==> src/rtl/battle_front_ctrl_if.sv <==
// rtl/battle_front_ctrl_if.sv - combat-side bundle between the unit/enemy arrays and battle_front_ctrl
// The step input exists only when BATTLE_STEP_EN is defined.
interface battle_front_ctrl_if #(
  parameter int NUM_UNITS = 4,
  parameter int POS_W     = 9,
  parameter int DMG_W     = 8
);
  logic                       enable;
`ifdef BATTLE_STEP_EN
  logic                       step;
`endif
  logic [NUM_UNITS*POS_W-1:0] unit_pos;
  logic [NUM_UNITS*2-1:0]     unit_type;
  logic [NUM_UNITS*DMG_W-1:0] unit_dmg;
  logic [NUM_UNITS*POS_W-1:0] enemy_pos;
  logic [NUM_UNITS*2-1:0]     enemy_type;
  logic [NUM_UNITS*DMG_W-1:0] enemy_dmg;
  logic                       moveSCEN;
  logic                       damageSCEN;
  logic [POS_W-1:0]           enemy_front;
  logic [POS_W-1:0]           unit_front;
  logic [DMG_W-1:0]           damage_to_units;
  logic [DMG_W-1:0]           damage_to_enemies;
  logic                       overrun;

  modport master (
`ifdef BATTLE_STEP_EN
    output step,
`endif
    output enable, unit_pos, unit_type, unit_dmg, enemy_pos, enemy_type, enemy_dmg,
    input  moveSCEN, damageSCEN, enemy_front, unit_front,
    input  damage_to_units, damage_to_enemies, overrun
  );

  modport slave (
`ifdef BATTLE_STEP_EN
    input  step,
`endif
    input  enable, unit_pos, unit_type, unit_dmg, enemy_pos, enemy_type, enemy_dmg,
    output moveSCEN, damageSCEN, enemy_front, unit_front,
    output damage_to_units, damage_to_enemies, overrun
  );
endinterface

==> src/rtl/battle_front_ctrl.sv <==
// rtl/battle_front_ctrl.sv - game-tick sequencer: front tracking and damage aggregation for both armies
// Optional BATTLE_STEP_EN: ticks come from a synchronized rising edge of bus.step instead of the divider.
module battle_front_ctrl #(
  parameter int NUM_UNITS = 4,
  parameter int TICK_DIV  = 1000000,
  parameter int POS_W     = 9,
  parameter int DMG_W     = 8
) (
  input logic                clk,
  input logic                reset,
  battle_front_ctrl_if.slave bus
);
  localparam int IDX_W = (NUM_UNITS > 1) ? $clog2(NUM_UNITS) : 1;
  localparam int SUM_W = DMG_W + IDX_W;

  typedef enum logic [2:0] {
    S_IDLE, S_SCAN, S_MOVE, S_SETTLE, S_DSCAN, S_DAMAGE
  } state_t;

  state_t           r_state;
  state_t           w_next_state;
  logic [IDX_W-1:0] r_idx;
  logic [POS_W-1:0] r_emax;
  logic [POS_W-1:0] r_umin;
  logic [POS_W-1:0] r_enemy_front;
  logic [POS_W-1:0] r_unit_front;
  logic [SUM_W-1:0] r_esum;
  logic [SUM_W-1:0] r_usum;
  logic             r_overrun;
  logic             w_tick;
  logic             w_last;

`ifdef BATTLE_STEP_EN
  // [0],[1] synchronize; [2] is the previous synchronized value for edge detection
  logic [2:0] r_step_sync;

  always_ff @(posedge clk or negedge reset) begin
    if (!reset) r_step_sync <= '0;
    else        r_step_sync <= {r_step_sync[1:0], bus.step};
  end

  assign w_tick = bus.enable && r_step_sync[1] && !r_step_sync[2];
`else
  localparam int CNT_W = (TICK_DIV > 1) ? $clog2(TICK_DIV) : 1;
  logic [CNT_W-1:0] r_tick_cnt;

  always_ff @(posedge clk or negedge reset) begin
    if (!reset)                                    r_tick_cnt <= '0;
    else if (!bus.enable)                          r_tick_cnt <= '0;
    else if (r_tick_cnt == CNT_W'(TICK_DIV - 1))   r_tick_cnt <= '0;
    else                                           r_tick_cnt <= r_tick_cnt + 1'b1;
  end

  assign w_tick = bus.enable && (r_tick_cnt == CNT_W'(TICK_DIV - 1));
`endif

  logic [POS_W-1:0] w_epos;
  logic [POS_W-1:0] w_upos;
  logic [DMG_W-1:0] w_edmg;
  logic [DMG_W-1:0] w_udmg;
  logic             w_ealive;
  logic             w_ualive;
  logic [POS_W-1:0] w_emax_nxt;
  logic [POS_W-1:0] w_umin_nxt;
  logic [SUM_W-1:0] w_esum_nxt;
  logic [SUM_W-1:0] w_usum_nxt;

  assign w_last   = (r_idx == IDX_W'(NUM_UNITS - 1));
  assign w_epos   = bus.enemy_pos[r_idx*POS_W +: POS_W];
  assign w_upos   = bus.unit_pos[r_idx*POS_W +: POS_W];
  assign w_edmg   = bus.enemy_dmg[r_idx*DMG_W +: DMG_W];
  assign w_udmg   = bus.unit_dmg[r_idx*DMG_W +: DMG_W];
  assign w_ealive = (bus.enemy_type[r_idx*2 +: 2] != 2'b00);
  assign w_ualive = (bus.unit_type[r_idx*2 +: 2] != 2'b00);

  assign w_emax_nxt = (w_ealive && (w_epos > r_emax)) ? w_epos : r_emax;
  assign w_umin_nxt = (w_ualive && (w_upos < r_umin)) ? w_upos : r_umin;
  assign w_esum_nxt = r_esum + (w_ealive ? {{IDX_W{1'b0}}, w_edmg} : '0);
  assign w_usum_nxt = r_usum + (w_ualive ? {{IDX_W{1'b0}}, w_udmg} : '0);

  always_ff @(posedge clk or negedge reset) begin
    if (!reset) r_state <= S_IDLE;
    else        r_state <= w_next_state;
  end

  always_comb begin
    w_next_state = r_state;
    case (r_state)
      S_IDLE:   if (w_tick) w_next_state = S_SCAN;
      S_SCAN:   if (w_last) w_next_state = S_MOVE;
      S_MOVE:   w_next_state = S_SETTLE;
      S_SETTLE: w_next_state = S_DSCAN;
      S_DSCAN:  if (w_last) w_next_state = S_DAMAGE;
      S_DAMAGE: w_next_state = S_IDLE;
      default:  w_next_state = S_IDLE;
    endcase
  end

  always_comb begin
    bus.moveSCEN          = 1'b0;
    bus.damageSCEN        = 1'b0;
    bus.damage_to_units   = '0;
    bus.damage_to_enemies = '0;
    case (r_state)
      S_MOVE: bus.moveSCEN = 1'b1;
      S_DAMAGE: begin
        bus.damageSCEN        = 1'b1;
        bus.damage_to_units   = (|r_esum[SUM_W-1:DMG_W]) ? '1 : r_esum[DMG_W-1:0];
        bus.damage_to_enemies = (|r_usum[SUM_W-1:DMG_W]) ? '1 : r_usum[DMG_W-1:0];
      end
      default: ;
    endcase
  end

  // Fronts load together with the final scan sample so MOVE already presents them
  always_ff @(posedge clk or negedge reset) begin
    if (!reset) begin
      r_idx         <= '0;
      r_emax        <= '0;
      r_umin        <= '1;
      r_esum        <= '0;
      r_usum        <= '0;
      r_enemy_front <= '0;
      r_unit_front  <= '1;
      r_overrun     <= 1'b0;
    end else begin
      case (r_state)
        S_IDLE: begin
          if (w_tick) begin
            r_idx  <= '0;
            r_emax <= '0;
            r_umin <= '1;
            r_esum <= '0;
            r_usum <= '0;
          end
        end
        S_SCAN: begin
          r_emax <= w_emax_nxt;
          r_umin <= w_umin_nxt;
          r_idx  <= w_last ? '0 : r_idx + 1'b1;
          if (w_last) begin
            r_enemy_front <= w_emax_nxt;
            r_unit_front  <= w_umin_nxt;
          end
        end
        S_DSCAN: begin
          r_esum <= w_esum_nxt;
          r_usum <= w_usum_nxt;
          r_idx  <= w_last ? '0 : r_idx + 1'b1;
        end
        default: ;
      endcase
      if (w_tick && (r_state != S_IDLE)) r_overrun <= 1'b1;
    end
  end

  assign bus.enemy_front = r_enemy_front;
  assign bus.unit_front  = r_unit_front;
  assign bus.overrun     = r_overrun;

endmodule

==> src/flat_wrapper.sv <==
// flat-port wrapper written by rule: the top's interface ports become plain ports
module battle_front_ctrl_flat 
#(
  parameter int NUM_UNITS = 4,
  parameter int TICK_DIV  = 1000000,
  parameter int POS_W     = 9,
  parameter int DMG_W     = 8
)
  (clk, reset, bus_enable, bus_unit_pos, bus_unit_type, bus_unit_dmg, bus_enemy_pos, bus_enemy_type, bus_enemy_dmg, bus_moveSCEN, bus_damageSCEN, bus_enemy_front, bus_unit_front, bus_damage_to_units, bus_damage_to_enemies, bus_overrun);
  battle_front_ctrl_if #(.NUM_UNITS(NUM_UNITS), .POS_W(POS_W), .DMG_W(DMG_W)) bus_i ();
  input logic clk;
  input logic reset;
  input wire logic [$bits(bus_i.enable)-1:0] bus_enable;
  input wire logic [$bits(bus_i.unit_pos)-1:0] bus_unit_pos;
  input wire logic [$bits(bus_i.unit_type)-1:0] bus_unit_type;
  input wire logic [$bits(bus_i.unit_dmg)-1:0] bus_unit_dmg;
  input wire logic [$bits(bus_i.enemy_pos)-1:0] bus_enemy_pos;
  input wire logic [$bits(bus_i.enemy_type)-1:0] bus_enemy_type;
  input wire logic [$bits(bus_i.enemy_dmg)-1:0] bus_enemy_dmg;
  output wire logic [$bits(bus_i.moveSCEN)-1:0] bus_moveSCEN;
  output wire logic [$bits(bus_i.damageSCEN)-1:0] bus_damageSCEN;
  output wire logic [$bits(bus_i.enemy_front)-1:0] bus_enemy_front;
  output wire logic [$bits(bus_i.unit_front)-1:0] bus_unit_front;
  output wire logic [$bits(bus_i.damage_to_units)-1:0] bus_damage_to_units;
  output wire logic [$bits(bus_i.damage_to_enemies)-1:0] bus_damage_to_enemies;
  output wire logic [$bits(bus_i.overrun)-1:0] bus_overrun;
  assign bus_i.enable = bus_enable;
  assign bus_i.unit_pos = bus_unit_pos;
  assign bus_i.unit_type = bus_unit_type;
  assign bus_i.unit_dmg = bus_unit_dmg;
  assign bus_i.enemy_pos = bus_enemy_pos;
  assign bus_i.enemy_type = bus_enemy_type;
  assign bus_i.enemy_dmg = bus_enemy_dmg;
  assign bus_moveSCEN = bus_i.moveSCEN;
  assign bus_damageSCEN = bus_i.damageSCEN;
  assign bus_enemy_front = bus_i.enemy_front;
  assign bus_unit_front = bus_i.unit_front;
  assign bus_damage_to_units = bus_i.damage_to_units;
  assign bus_damage_to_enemies = bus_i.damage_to_enemies;
  assign bus_overrun = bus_i.overrun;
  battle_front_ctrl #(.NUM_UNITS(NUM_UNITS), .TICK_DIV(TICK_DIV), .POS_W(POS_W), .DMG_W(DMG_W)) u_core (.clk(clk), .reset(reset), .bus(bus_i));
endmodule
==> config.mk <==
export PLATFORM = sky130hd
export DESIGN_NAME = battle_front_ctrl_flat
export DESIGN_NICKNAME = d
export VERILOG_FILES = /design/src/rtl/battle_front_ctrl_if.sv /design/src/rtl/battle_front_ctrl.sv /design/src/flat_wrapper.sv
export SDC_FILE = /design/constraint.sdc
export NUM_CORES = 1
export LEC_CHECK = 0
export ABC_AREA = 1
export BUFFER_PORTS_ARGS = -buffer_cell sky130_fd_sc_hd__buf_2
export CORE_MARGIN = 2
export CORE_UTILIZATION = 58
export DETAILED_ROUTE_END_ITERATION = 7
export PLACE_DENSITY = 0.88
export SLEW_MARGIN = 30
export SYNTH_ARGS = -nofsm -noshare
export SYNTH_HDL_FRONTEND = slang
export SYNTH_SLANG_ARGS = --single-unit
==> constraint.sdc <==
create_clock -name clk -period 5.9 [get_ports clk]
set_input_delay 0.885 -clock clk [delete_from_list [all_inputs] [get_ports clk]]
set_output_delay 0.885 -clock clk [all_outputs]
set_load 0.02 [all_outputs]
==> out/metrics.csv <==
stage,metric,value,unit
finish,drive_gt1_share,21.0,%
die,die-area,12300,µm²
yosys,yosysWarnings,0,
critical_path,ff2ff_path_depth,16,
global_routing,grt_pass1_wl,30300,µm
die,core_area,11300,µm²
sta,rsz0062_at_grt,no,
yosys,netlist_instances,1029,
critical_path,endpoint_kind,register,
yosys,async_reset_ff_share,100,%
place,dp_hpwl,13500,µm
critical_path,ff2ff_setup_slack,2.23,ns
sta,final.period_utilization,62.3,%
sta,setup_violations,0,
finish,postLayoutCellArea,7910,µm²
sta,timing.final.crit_period,3.67,ns
yosys,synth_area,6650,µm²
cts,clock_path_buffers,2,
hold_path,hold_path_depth,1,
place,gp_congestion,0.912,
cts,clock_latency,0.34,ns
global_routing,overflow,0,
critical_path,crit_fanout,55,
cts,postCtsHoldBufs,0,
finish,fillers,1029,
detailed_routing,route.detailed.drc,0,
pwr,power_frac_seq,37.6,%
global_routing,antenna_found_initial,0,
hold_path,hold_path.class,reg -> reg,
finish,post-route-util,69.9,%
die,die_h,111,µm
critical_path,rr_endpoint,u_core.r_usum[6],
cts,cts_resized,0,
die,rows,39,
critical_path,arrival,3.90,ns
run_status,run_status,finished clean,
critical_path,required,6.13,ns
detailed_routing,wire_per_inst,13.7,µm
pwr,peakVddDrop,166,µV
global_routing,grt_max_degree,83,
sta,fmax,272,MHz
sta,slew_headroom,35.1,%
finish,finalNetCount,1387,
pwr,powerDensity,246,nW/µm²
cts,cts_root_buf,clkbuf_16,
detailed_routing,drtAntennaViolNets,0,
die,pin_count,192,
place,io_buffers,191,
yosys,seq_area_frac_synth,31.2,%
cts,numClockSinks,82,
finish,area_growth,19.0,%
pwr,switching_share,36.0,%
place,dp.cells,1327,
sta,worstMarginPinSlew,0.974,ns
critical_path,reg2reg_from,u_core.r_idx[1],
yosys,syn_nets,1221,
sta,maxSlewViolCount,0,
hold_path,hp-start,u_core.r_tick_cnt[0],
pwr,power,1.95,mW
sta,setup_tns,0,ns
global_routing,grt_usage,29.5,%
die,start_util,58.7,%
cts,cts_tree,yes,
finish,final-instance-count-excl-fill,1343,
pwr,p_int,1.25,mW
detailed_routing,dr.pass1.iters,5,
yosys,synth-edff-count,0,
run,cap_violations,0,
die,die_w,111,µm
cts,clk_pin_slew_worst_paths,0.06,ns
yosys,synth_cell_types,43,
cts,post-cts-setup-buffers,0,
sta,hold_viol,0,
detailed_routing,drt_iter0_markers,452,
yosys,ys.flop_type,dfrtp_1,
finish,diodes,0,
place,placed_cell_area,7590,µm²
pwr,p_clk_share,30.5,%
sta,fin_worst_skew,0.0138,ns
pwr,power.switching,0.701,mW
critical_path,start_kind,register,
global_routing,grt_pass1_vias,6885,
pwr,combPwrFrac,32.0,%
cts,numCtsBuffers,9,
pwr,p_leak,4.55,nW
yosys,synth_seq_cells,82,
cts,cts.htree.levels,3,
detailed_routing,wl,18400,µm
yosys,syn_area_per_cell,6.46,µm²
critical_path,critical_path_class,reg -> reg,
detailed_routing,num_vias,7346,
hold_path,min_to,u_core.r_tick_cnt[0],
detailed_routing,via_per_inst,5.47,
critical path, cell delays in order, from the launching register on:
cell,delay [ns]
dfrtp_2,0.76
inv_1,0.66
nand2_2,0.15
o21ai_4,0.47
nand2_1,0.10
inv_1,0.07
ha_1,0.17
inv_1,0.06
fa_1,0.35
inv_1,0.10
nand3_1,0.07
nand2_1,0.12
nand2_1,0.06
o21bai_1,0.15
a21oi_1,0.08
o21ai_0,0.10
nand2_1,0.06
kinds of logic (layout without fill, tap and decap cells):
family	Yosys count	count (layout)	synth area share, %
buffers and inverters	195	366	12.1
adder cells (fa/ha/maj)	37	37	7.19
AND/OR/NAND/NOR	543	543	35.0
flip-flops	82	82	31.2
AO/OA/AOI/OAI	166	166	13.7
XOR/XNOR	6	6	0.791
cells in the mapped netlist (2+ instances only):
cell      instances  share of area (%)
a21oi_1          41                3.1
and3_1            2               0.19
buf_2            15                1.1
buf_4             3               0.34
buf_6             5               0.85
clkbuf_1         14               0.79
dfrtp_1          64                 24
dfstp_2          18                7.1
fa_1              2               0.60
ha_1             35                6.6
inv_1           149                8.4
inv_2             6               0.34
nand2_1         294                 17
nand2_2           4               0.38
nand2_4           2               0.34
nand3_1          86                6.5
nand3b_1          2               0.23
nand4_1          19                1.8
nor2_1          106                6.0
nor2_2            3               0.28
nor3_1           14                1.1
nor3b_1           3               0.34
nor4_1            2               0.19
o211ai_1          9                1.0
o21a_1            3               0.34
o21ai_0          88                6.6
o21bai_1          5               0.56
o22ai_1          16                1.5
xor2_1            5               0.66
area by class of cell:
class / instances / area, µm² / area share [%]
Clock buffer: 11 / 254 / 3.21
Timing Repair Buffer: 193 / 977 / 12.4
Inverter: 157 / 592 / 7.48
Sequential cell: 82 / 2080 / 26.3
Multi-Input combinational cell: 752 / 3770 / 47.7
Clock inverter: 5 / 57.6 / 0.728
Tap cell: 143 / 179 / 2.26
flip-flops by register name, summed over array words and instances (netlist names):
register                cells
u_core.bus.enemy_front      9
u_core.bus.overrun          1
u_core.bus.unit_front       9
u_core.r_emax               9
u_core.r_esum              10
u_core.r_idx                2
u_core.r_state              3
u_core.r_tick_cnt          20
u_core.r_umin               9
u_core.r_usum              10
through the flow:
stage	hold slack, ns	worst slack [ns]
finish	0.462	2.23
floorplan	0.424	3.08
detailed placement	0.456	2.29
global placement	0.447	2.39
CTS	0.464	2.28
global route	0.482	1.89
power by group through the flow:
stage / logic [mW] / registers (mW) / clock network [mW]
finish: 0.623 / 0.731 / 0.593
global route: 0.715 / 0.740 / 0.618
CTS: 0.619 / 0.729 / 0.597
detailed placement: 0.613 / 0.736 / 0
global placement: 0.593 / 0.734 / 0
floorplan: 0.428 / 0.732 / 0
per-layer routing:
| layer | GRT usage (%) | vias to the layer above | part of all wire (%) | wire (µm) |
|---|---|---|---|---|
| met2 | 52.9 | 269 | 49 | 9050 |
| met4 | 11.0 | 0 | 3.2 | 582 |
| met3 | 4.32 | 49 | 6.0 | 1100 |
| met1 | 35.9 | 3385 | 42 | 7710 |
| li1 | - | 3643 | - | - |
| met5 | 0 | - | 0 | 0 |
cells in the final DEF (no fill, tap or decap), drive strengths merged, types with 15 or more instances in the layout:
cell,instances
dfrtp,64
inv,158
a21oi,41
o21ai,89
nand2,300
ha,35
dfstp,18
nand3,88
nor3,15
o22ai,16
nor2,109
nand4,20
buf,193
worst max path at each step:
stage,startpoint,endpoint,depth (start not counted)
after floorplan,bus_unit_type[0],u_core.r_usum[6],18
after global placement,u_core.r_idx[1],u_core.r_usum[6],16
after detailed placement,u_core.r_idx[1],u_core.r_usum[6],16
after CTS,u_core.r_idx[1],u_core.r_usum[6],16
after global routing,u_core.r_idx[1],u_core.r_usum[6],16
final,u_core.r_idx[1],u_core.r_usum[6],16
Note: power is estimated with default switching activity, not from simulation.
